$ cat src/rtl/iop_dispatch.sv
// IOP dispatcher: decodes CPU I/O instructions onto console, papertape or nonexistent lanes.
// Optional watchdog compiled in with `define IOP_DISPATCH_TIMEOUT_EN.
module iop_dispatch #(
  parameter int          TIMEOUT_CYCLES = 1024,
  parameter logic [7:0]  CONSOLE_DEV    = 8'h01,
  parameter logic [7:0]  PAPERTAPE_DEV  = 8'h05
) (
  input  logic        clock,
  input  logic        reset,
  input  logic        cpu_req,
  input  logic [2:0]  iop_func,
  input  logic [10:0] iop_device,
  output logic        cpu_ack,
  output logic [1:0]  iop_cc,
  output logic [2:0]  dev_active,
  output logic [2:0]  dev_func,
  output logic [10:0] dev_device,
  input  logic [2:0]  dev_done,
  input  logic [1:0]  dev_cc,
  output logic        busy,
  output logic [15:0] op_count
);

  if (TIMEOUT_CYCLES < 2 || TIMEOUT_CYCLES > 65535) begin : g_bad_timeout
    $error("iop_dispatch: TIMEOUT_CYCLES out of range 2..65535");
  end

  typedef enum logic [1:0] {
    ST_IDLE   = 2'd0,
    ST_DECODE = 2'd1,
    ST_RUN    = 2'd2,
    ST_DONE   = 2'd3
  } state_t;

  state_t      r_state;
  logic        r_cpu_ack;
  logic [1:0]  r_iop_cc;
  logic [2:0]  r_dev_active;
  logic [2:0]  r_dev_func;
  logic [10:0] r_dev_device;
  logic        r_busy;
  logic [15:0] r_op_count;

  logic [2:0]  w_lane_sel;
  logic        w_func_legal;
  logic        w_sel_done;

`ifdef IOP_DISPATCH_TIMEOUT_EN
  localparam logic [15:0] TIMEOUT_LAST = 16'(TIMEOUT_CYCLES - 1);
  logic [15:0] r_cycle_cnt;
`endif

  // Lane decode from the latched request; anything off IOP 0 is nonexistent.
  always_comb begin
    w_lane_sel = 3'b100;
    if (r_dev_device[10:8] == 3'd0 && r_dev_device[7:0] == CONSOLE_DEV) begin
      w_lane_sel = 3'b001;
    end else if (r_dev_device[10:8] == 3'd0 && r_dev_device[7:0] == PAPERTAPE_DEV) begin
      w_lane_sel = 3'b010;
    end else begin
      w_lane_sel = 3'b100;
    end
  end

  assign w_func_legal = (r_dev_func[2:1] == 2'b00);
  assign w_sel_done   = |(dev_done & r_dev_active);

  // Dispatch FSM with all outputs registered.
  always_ff @(posedge clock) begin
    if (reset) begin
      r_state      <= ST_IDLE;
      r_cpu_ack    <= 1'b0;
      r_iop_cc     <= 2'b00;
      r_dev_active <= 3'b000;
      r_dev_func   <= 3'd0;
      r_dev_device <= 11'd0;
      r_busy       <= 1'b0;
      r_op_count   <= 16'd0;
`ifdef IOP_DISPATCH_TIMEOUT_EN
      r_cycle_cnt  <= 16'd0;
`endif
    end else begin
      case (r_state)
        ST_IDLE: begin
          if (cpu_req) begin
            r_dev_func   <= iop_func;
            r_dev_device <= iop_device;
            r_busy       <= 1'b1;
            r_state      <= ST_DECODE;
          end else begin
            r_state      <= ST_IDLE;
          end
        end
        ST_DECODE: begin
          if (!w_func_legal) begin
            r_iop_cc  <= 2'b11;
            r_cpu_ack <= 1'b1;
            r_state   <= ST_DONE;
          end else begin
            r_dev_active <= w_lane_sel;
`ifdef IOP_DISPATCH_TIMEOUT_EN
            r_cycle_cnt  <= 16'd0;
`endif
            r_state      <= ST_RUN;
          end
        end
        ST_RUN: begin
          // Completion on the selected lane takes priority over the watchdog.
          if (w_sel_done) begin
            r_iop_cc     <= dev_cc;
            r_dev_active <= 3'b000;
            r_cpu_ack    <= 1'b1;
            r_state      <= ST_DONE;
`ifdef IOP_DISPATCH_TIMEOUT_EN
          end else if (r_cycle_cnt == TIMEOUT_LAST) begin
            r_iop_cc     <= 2'b11;
            r_dev_active <= 3'b000;
            r_cpu_ack    <= 1'b1;
            r_state      <= ST_DONE;
          end else begin
            r_cycle_cnt  <= r_cycle_cnt + 16'd1;
            r_state      <= ST_RUN;
          end
`else
          end else begin
            r_state      <= ST_RUN;
          end
`endif
        end
        ST_DONE: begin
          if (!cpu_req) begin
            r_cpu_ack  <= 1'b0;
            r_busy     <= 1'b0;
            r_op_count <= r_op_count + 16'd1;
            r_state    <= ST_IDLE;
          end else begin
            r_state    <= ST_DONE;
          end
        end
        default: begin
          r_state      <= ST_IDLE;
          r_cpu_ack    <= 1'b0;
          r_dev_active <= 3'b000;
          r_busy       <= 1'b0;
        end
      endcase
    end
  end

  assign cpu_ack    = r_cpu_ack;
  assign iop_cc     = r_iop_cc;
  assign dev_active = r_dev_active;
  assign dev_func   = r_dev_func;
  assign dev_device = r_dev_device;
  assign busy       = r_busy;
  assign op_count   = r_op_count;

endmodule

$ cat config.mk
export PLATFORM = sky130hd
export DESIGN_NAME = iop_dispatch
export DESIGN_NICKNAME = d
export VERILOG_FILES = /design/src/rtl/iop_dispatch.sv
export SDC_FILE = /design/constraint.sdc
export NUM_CORES = 1
export LEC_CHECK = 0
export CAP_MARGIN = 20
export CORE_ASPECT_RATIO = 1.75
export CORE_MARGIN = 4
export CORE_UTILIZATION = 39
export DETAILED_ROUTE_END_ITERATION = 8
export PLACE_DENSITY_LB_ADDON = 0.3
export SLEW_MARGIN = 5
export SYNTH_ARGS = -nofsm -noshare
export SYNTH_HDL_FRONTEND = slang
export SYNTH_SLANG_ARGS = --single-unit
$ cat constraint.sdc
create_clock -name clock -period 1.7 [get_ports clock]
set_input_delay 0.34 -clock clock [delete_from_list [all_inputs] [get_ports clock]]
set_output_delay 0.34 -clock clock [all_outputs]
set_load 0.1 [all_outputs]
==> flow_summary.toml <==
[run_status]
status = "finished clean"

[logic_synthesis]
synthCells = 194
ys_ff_latch = 39
synth_edf_count = 0
synth.yosys.warnings = 0
synth_cell_type_count = 32
syn_area_per_cell_um2 = 8.25
ys_async_sr_fraction_pct = 0
syn_nets = 217
synth_ff_type = "dfxtp_1"
syn_area_um2 = 1600
ys_seq_area_share_pct = 48.8

[global_routing]
grt_pass1_wl_um = 7530
grt_pass1_vias = 1663
grt_overflow = 0
grt_max_degree = 31
use_met2_pct = 34.7
grt_usage_pct = 18.4
globalRouteMet1Util_pct = 16.9
grt_busiest_layer = "met2"
antenna_found_initial = 0
use_met3_pct = 6.00

[route]
vias = 1625
vias_per_cell = 5.19
ant_nets = 0
wl_um = 4610
drt_iter0_markers = 19
route.detailed.drc = 0
wl_per_cell_um = 14.7
dr.pass1.iters = 4

[clock_network]
root_buffer = "clkbuf_8"
htreeDepth = 2
clk_pin_slew_worst_paths_ns = 0.07
clk_path_buf_depth = 2
cts_setup_buffers = 0
cts_tree = "done"
cts_buffers = 5
clock_sinks = 39
insertion_delay_ns = 0.29

[finish]
finalNetCount = 287
utilization_pct = 73.3
drive_above_1_share_pct = 30.9
final_cell_mix = "nand2_1, buf_12, a21oi_1, dfxtp_1, clkdlybuf4s50_1"
n_antenna_cell = 0
syn2layout_area_growth_pct = 78.7

[timing]
clock-skew-final_ns = 0.00468
period_needed_ns = 1.57
max_freq_ghz = 0.637
final-setup-viol-count = 0
finalMaxSlewViolations = 0
tightest_slew_ns = 0.398
grt_setup_unrepaired = "false"
hold_viol = 0
relSlewSlack_pct = 73.2
finalCritPeriodShare_pct = 92.3

[critical_path]
critPathBufInv = 0
path_cells = "nand3_4, or4_4, or3_1, a21oi_1"
slowest_stage = "or4_4"
crit_required_ns = 1.92
cp_data_arrival_time_ns = 1.79
worstPathMaxFanout = 6
startpoint_type = "flip-flop"
worstSetupPathType = "flip-flop to flip-flop"
crit_family = "simple AND/OR/NAND/NOR gates"
cp-end-kind = "flip-flop"
crit_path_max_incr_delay_ns = 0.54

[die]
die-area_um2 = 5230
start_util_pct = 41.0
die_w_um = 56.4
rows = 30
coreArea_um2 = 3900
die_y_um = 92.7
ios = 59

[power]
ir_worst_vdd_uv = 685
power.total_w = 0.00226
cellPowerDensity_nw_per_um2 = 790
power_leakage_nw = 1.08

[place]
gp_congestion = 0.780
portBuffers = 58
hpwlAfterDp_um = 3590

[min_path]
hold_class = "flip-flop to flip-flop"

[job]
drv_cap = 0
-- synthesized netlist by cell type (all sizes together) (2+ instances only) --
master	number	area [um2]
nor3	3	15.0
nor4	3	18.8
nand3	7	35.0
dfxtp	39	781
a211oi	2	15.0
buf	3	13.8
and3	3	18.8
nand4	4	25.0
clkbuf	6	22.5
nand2	39	146
nor2	18	67.6
xnor2	5	43.8
a21oi	26	130
xor2	5	43.8
or3	8	51.3
o21ai	6	30.0
inv	4	15.0
-- worst paths after layout --
path / start / endpoint / slack [ns] / depth (start not counted)
setup / recovery: op_count[0]$_SDFFE_PP0P_ / op_count[15]$_SDFFE_PP0P_ / 0.13 / 4
hold / removal: dev_func[1]$_SDFFE_PP0P_ / dev_func[1]$_SDFFE_PP0P_ / 0.49 / 2
setup reg to reg: op_count[0]$_SDFFE_PP0P_ / op_count[15]$_SDFFE_PP0P_ / 0.13 / 4
hold reg to reg: dev_func[1]$_SDFFE_PP0P_ / dev_func[1]$_SDFFE_PP0P_ / 0.49 / 2
-- cells by family after synthesis --
logic type	share of synthesized area, %
AND/OR/NAND/NOR	29.2
flip-flops	48.8
AO/OA/AOI/OAI	12.6
buffers and inverters	3.21
XOR/XNOR	5.47
adder cells (fa/ha/maj)	0.782
-- cell type report --
| class | count | area (um2) |
|---|---|---|
| Clock buffer | 6 | 72.6 |
| Clock inverter | 2 | 7.51 |
| Fill cell | 289 | 1040 |
| Inverter | 4 | 15.0 |
| Multi-Input combinational cell | 142 | 793 |
| Sequential cell | 39 | 832 |
| Tap cell | 48 | 60.1 |
| Timing Repair Buffer | 72 | 1080 |
-- what timing repair did --
item / 4_1_cts / 5_1_grt
gates resized for setup: 1 / 0
setup endpoints to repair: 2 / 0
hold buffers: 0 / 0
-- sequential cells by signal, indices dropped and copies added (netlist names) --
signal      count
op_count       16
dev_device     11
dev_active      3
dev_func        3
iop_cc          2
r_state         2
busy            1
cpu_ack         1
-- stage by stage --
stage / TNS, ns / instances / setup WS [ns] / cell area [um2] / hold WS (ns)
2_1_floorplan: -0.0973 / 194 / -0.0313 / 1680 / 0.468
3_5_place_dp: -3.00 / 305 / -0.332 / 2780 / 0.481
4_1_cts: 0 / 313 / 0.0864 / 2860 / 0.493
5_1_grt: 0 / 313 / 0.0221 / 2860 / 0.527
6_report: 0 / 313 / 0.130 / 2860 / 0.491
3_3_place_gp: -2.55 / 305 / -0.316 / 2780 / 0.470
-- worst register-to-register path, stage by stage, from the launching register on --
cell and delay (ns):
dfxtp_4 0.40, nand3_4 0.11, or4_4 0.54, or3_1 0.32, a21oi_1 0.14
-- layer usage --
metal	vias up	wire, um
li1	807	-
met1	762	1610
met2	46	2630
met3	10	255
met4	0	114
met5	-	0
-- report_power, final --
part / total (W) / internal [W] / switching [W] / leakage (nW)
combinational: 0.000667 / 0.000262 / 0.000405 / 0.706
sequential: 0.000996 / 0.000942 / 0.0000545 / 0.330
clock: 0.000596 / 0.000280 / 0.000316 / 0.0403
(Power assumes the default switching activity.)
==> variant 1 (config.mk and constraints unchanged) <==
Build with the macro `IOP_DISPATCH_TIMEOUT_EN` defined.
--- a/src/rtl/iop_dispatch.sv
+++ b/src/rtl/iop_dispatch.sv
@@ -1,5 +1,7 @@
 // IOP dispatcher: decodes CPU I/O instructions onto console, papertape or nonexistent lanes.
 // Optional watchdog compiled in with `define IOP_DISPATCH_TIMEOUT_EN.
+`define IOP_DISPATCH_TIMEOUT_EN
+
 module iop_dispatch #(
   parameter int          TIMEOUT_CYCLES = 1024,
   parameter logic [7:0]  CONSOLE_DEV    = 8'h01,
Check against the original RTL: same outputs for any inputs over 10 cycles, from zero or initial values and one cycle with reset high; that may be too few to reach the edited logic, so the function may still have changed.
==> variant 1 against the original RTL <==
- the flow now finishes with violations (negative setup slack)
- setup slack worse by 0.39 ns
- global-route usage up 2.0 points
- sequential cell count up 16
- count of clock-buffer cells in the layout up 1
- clock skew up 0.0016 ns
- final area up 58%
- synthesized area up 69%
- power up 47%
- via count up 82%
- die area up 60%
- routed wire length up 91%
- combinational power up 23%
- highest routed layer unchanged
==> variant 1: results (changes against the original RTL) <==
[global_routing]
grt_pass1_wl_um=14000  ; +86%
grt_max_degree=37  ; +19%
antenna_found_initial=0  ; unchanged
track_usage_pct=20.4  ; +2.0 points

[placement]
port_buffers=58  ; unchanged
placed_cells=499  ; +64%
place.gp.congestion=0.890  ; +14%
hpwl_um=6210  ; +73%
place_area_um2=4170  ; +50%

[status]
violations=negative setup slack
status=complete, but fails checks

[critical_path]
cp_slowest_stage_delay_ns=0.45  ; -0.09 ns
cp.arrival_ns=2.18  ; +0.39 ns
worstPathMaxFanout=7  ; +1
cpLargestDelayFamily=simple AND/OR/NAND/NOR gates
crit_path_top_delay_cell=or4bb_4

[timing]
worst_clock_skew_ns=0.00628  ; +0.00161 ns
tightest_slew_ns=0.508  ; +0.110 ns
setup_violations=23  ; +23
setup_slack_ns=-0.261  ; -0.392 ns

[synth]
async_flop_share_pct=0  ; unchanged
yosys.cell_types.count=55  ; +72%
ys.warnings.count=0  ; unchanged
seq_area_frac_synth_pct=40.7  ; -8.1 points
synth_area_leaders=dfxtp_1 (41%), nand2_1 (5.5%), o211ai_1 (4.7%)
synthTopCellsByCount=dfxtp_1 (55), nand2_1 (40), a21oi_1 (24)
synth_nets=346  ; +59%
synthCells=322  ; +66%

[final_layout]
drive_gt1_share_pct=40.5  ; +9.6 points
fin_nets=450  ; +57%
antenna_cells=0  ; unchanged
num-fill-cells=544  ; +88%

[power]
ir_worst_vdd_mv=0.660  ; -3.7%
power.leakage_nw=1.63  ; +51%

[clock_tree]
htree_levels=2  ; unchanged
clk_latency_ns=0.30
cts_max_path_buffers=2  ; unchanged
clockRootBuffer=clkbuf_16
clkTransAtPathRegs_ns=0.07  ; about the same
cts_buffers=5  ; unchanged

[detailed_routing]
drt_iter0_drc=175  ; +156
wire_per_inst_um=17.3  ; +17%
firstDrtPassIters=5  ; +1
routed_wl_um=8800  ; +91%
vias=2952  ; +82%

[min_path]
hp-class=flop to flop

-- variant 1: cell count changes after synthesis, moves of 4 or more --
cell and delta:
a31oi_1 +11, clkbuf_8 +4, dfxtp_1 +16, nand2b_1 +7
nand3_1 +14, nand4_1 +8, nor2_1 +4, nor3_1 +5
o211ai_1 +17, or4_1 +6
-- variant 1: cell families after synthesis --
family          after synthesis  share of synthesized area (%)
mux                           2                          0.832
flops                        55                           40.7
fa+ha+maj                     2                          0.924
buf+inv                      27                           5.96
compound gates               71                           16.9
simple gates                156                           31.8
xor+xnor                      9                           2.91
-- variant 1: final timing paths --
check                 startpoint             end  slack, ns  depth (start not counted)
setup / recovery  r_cycle_cnt[0]  r_cycle_cnt[3]      -0.26                          8
hold / removal     dev_device[8]   dev_device[8]       0.49                          2
setup reg to reg  r_cycle_cnt[0]  r_cycle_cnt[3]      -0.26                          8
hold reg to reg    dev_device[8]   dev_device[8]       0.49                          2
-- variant 1: worst min-delay path, cell delays in order, from the launching register on --
cell and delay [ns]:
dfxtp_2 0.34, nand2_1 0.05, a21oi_1 0.05
-- variant 1: cell type report --
class	count	area (um^2)	share of cell area, %
clock buffers	7	154	3.41
clock inverters	1	7.51	0.166
inverters	4	15.0	0.333
multi-input cells	240	1620	35.8
flip-flops and latches	55	1180	26.1
well taps	82	103	2.27
repair buffers	120	1440	31.9
-- variant 1: timing repair --
action,in CTS,in global routing
buffers inserted,0,1
gates resized for setup,14,27
pin swaps,8,15
gates cloned,0,1
endpoints found under the setup margin,25,25
-- variant 1: power by group --
| part | leakage [nW] | internal, mW | switching, mW | total (mW) |
|---|---|---|---|---|
| Combinational | 1.09 | 0.323 | 0.496 | 0.818 |
| Clock | 0.0753 | 0.637 | 0.477 | 1.11 |
| Sequential | 0.464 | 1.32 | 0.0589 | 1.38 |
-- variant 1: per-stage QoR --
stage	TNS [ns]	setup slack [ns]	hold WS [ns]
after detailed placement	-6.46	-0.365	0.478
after floorplan	-5.29	-0.363	0.466
after global routing	-5.83	-0.311	0.506
after global placement	-6.16	-0.331	0.473
after CTS	-3.45	-0.213	0.491
final	-4.68	-0.261	0.489
-- variant 1: layer usage --
metal	vias to the layer above	global-route usage, %	wire length (um)
li1	1405	-	-
met1	1420	20.0	3000
met2	92	39.2	5070
met3	35	2.97	328
met4	0	11.2	397
met5	-	0	0
==> variant 2 (same settings) <==
Made on the original files. Reset style: asynchronous (`reset`), changed in one clocked block.
--- a/src/rtl/iop_dispatch.sv
+++ b/src/rtl/iop_dispatch.sv
@@ -66,7 +66,7 @@
   assign w_sel_done   = |(dev_done & r_dev_active);
 
   // Dispatch FSM with all outputs registered.
-  always_ff @(posedge clock) begin
+  always_ff @(posedge clock or posedge reset) begin
     if (reset) begin
       r_state      <= ST_IDLE;
       r_cpu_ack    <= 1'b0;
Check against the original RTL: differs if reset is asserted again (counterexample within 4 cycles, from zero or initial values and one cycle with reset high); with reset held inactive, the same outputs for 10 cycles.
==> variant 2 against the original RTL <==
- the flow now finishes with violations (negative setup slack)
- setup slack got worse by 0.15 ns
- routed wire length down 10%
- sequential cell count did not move
- via count is 15% lower
- synthesized area is 5.6% higher
- final area increased by 4.5%
- sequential share of layout area grew 4.9 points
Power is left out: the tool's default activity adds up to more than one toggle a clock period on the data nets, which glitch-free logic cannot reach.
==> variant 2: results (changes against the original RTL) <==
[status]
status=complete, but fails checks
violations=negative setup slack

[critical_path]
reg2reg_depth=4  ; unchanged
cpLargestDelayFamily=simple AND/OR/NAND/NOR gates
crit_start=dev_device[5]
cp_slowest_stage_delay_ns=0.55
worstPathMaxFanout=2  ; -4
crit_path_top_delay_cell=or4_4
cp.arrival_ns=1.93  ; +0.14 ns

[global_routing]
grt_pass1_vias=1458  ; -12%
grt_max_degree=40  ; +29%
antenna_found_initial=0  ; unchanged
track_usage_pct=16.4  ; -2.0 points
grt_pass1_wl_um=6800  ; -9.6%

[placement]
place.gp.congestion=0.779  ; about the same
hpwl_um=3220  ; -10%

[final_layout]
antenna_cells=0  ; unchanged
largest_reg_flops=16  ; unchanged
drive_gt1_share_pct=45.9  ; +15 points
num-fill-cells=270  ; -6.6%
fin_nets=242  ; -16%

[detailed_routing]
drt_iter0_drc=29  ; +10
firstDrtPassIters=6  ; +2
dr.max_layer_used=met4
wl_met2_um=2350  ; -10%
met3_length_um=322  ; +26%
vias=1385  ; -15%
drt-met1-wl_um=1380  ; -14%
wire_per_inst_um=15.4  ; +4.3%

[min_path]
hp-class=primary input to async pin

[timing]
tightest_slew_ns=0.440  ; +0.0418 ns
setup_tns_ns=-0.0183  ; -0.0183 ns
setup_slack_ns=-0.0183  ; -0.149 ns
setup_violations=1  ; +1
worst_clock_skew_ns=0.00594  ; +0.00126 ns

[synth]
synthAdderAreaFrac_pct=0.741  ; -0.041 points
synth_xor_area_share_pct=7.78  ; +2.3 points
async_flop_share_pct=100  ; +100 points
synth_area_leaders=dfrtp_1 (58%), mux2_2 (8.7%), xnor2_1 (4.1%)
synth_compound_area_share_pct=4.59  ; -8.0 points
synthTopCellsByCount=dfrtp_1 (39), nand2_1 (14), mux2_2 (13)
ys.flop_type=dfrtp_1
ys.warnings.count=0  ; unchanged
seq_area_frac_synth_pct=57.8  ; +9.0 points
synthMuxAreaShare_pct=8.67  ; +8.7 points
synth_nets=165  ; -24%

[clock_tree]
htree_levels=2  ; unchanged
cts_setup_buffers=0  ; unchanged
clk_latency_ns=0.29  ; about the same
cts_max_path_buffers=2  ; unchanged

[variant 2: worst register-to-register path, stage by stage (launching register included)]
cell,delay (ns)
dfrtp_4,0.48
or4_4,0.55
nor4_4,0.16
or3b_1,0.39
o21ai_2,0.07
[variant 2: area by class of cell]
type / instances / share of cell area (%)
multi-input cells: 95 / 23.5
clock buffers: 8 / 3.35
well taps: 49 / 2.05
repair buffers: 74 / 36.7
flip-flops and latches: 39 / 34.0
inverters: 4 / 0.503
[variant 2: repair_timing]
action,4_1_cts,5_1_grt
cloned,0,0
hold buffers,0,0
resized for setup,1,0
pin swaps,2,0
setup endpoints to repair,1,1
[variant 2: final timing paths]
| path | slack [ns] | end |
|---|---|---|
| max | -0.02 | dev_active[1] |
| min reg2reg | 0.52 | op_count[8] |
| min in group clock | 0.52 | op_count[8] |
| min | 0.40 | op_count[15] |
| max reg2reg | -0.02 | dev_active[1] |
| max in group asynchronous | 1.08 | dev_active[0] |
[variant 2: per-layer routing]
layer  up-vias  track usage, %
li1        643               -
met4         0            6.77
met3         8            6.37
met2        51            29.0
met5         -               0
met1       683            16.9
[variant 2: cells by family after synthesis]
| group | count (synthesis) |
|---|---|
| simple gates | 53 |
| mux | 13 |
| buf+inv | 8 |
| fa+ha+maj | 1 |
| flops | 39 |
| xor+xnor | 15 |
| compound gates | 13 |
[variant 2: per-stage QoR]
step	std cells	worst slack [ns]	cell area [um^2]	hold slack (ns)
global placement	261	-0.0928	2880	0.498
detailed placement	261	-0.110	2880	0.506
CTS	269	-0.0312	2990	0.405
finish	269	-0.0183	2990	0.398
floorplan	142	-0.236	1750	0.457
global route	269	-0.0616	2990	0.461
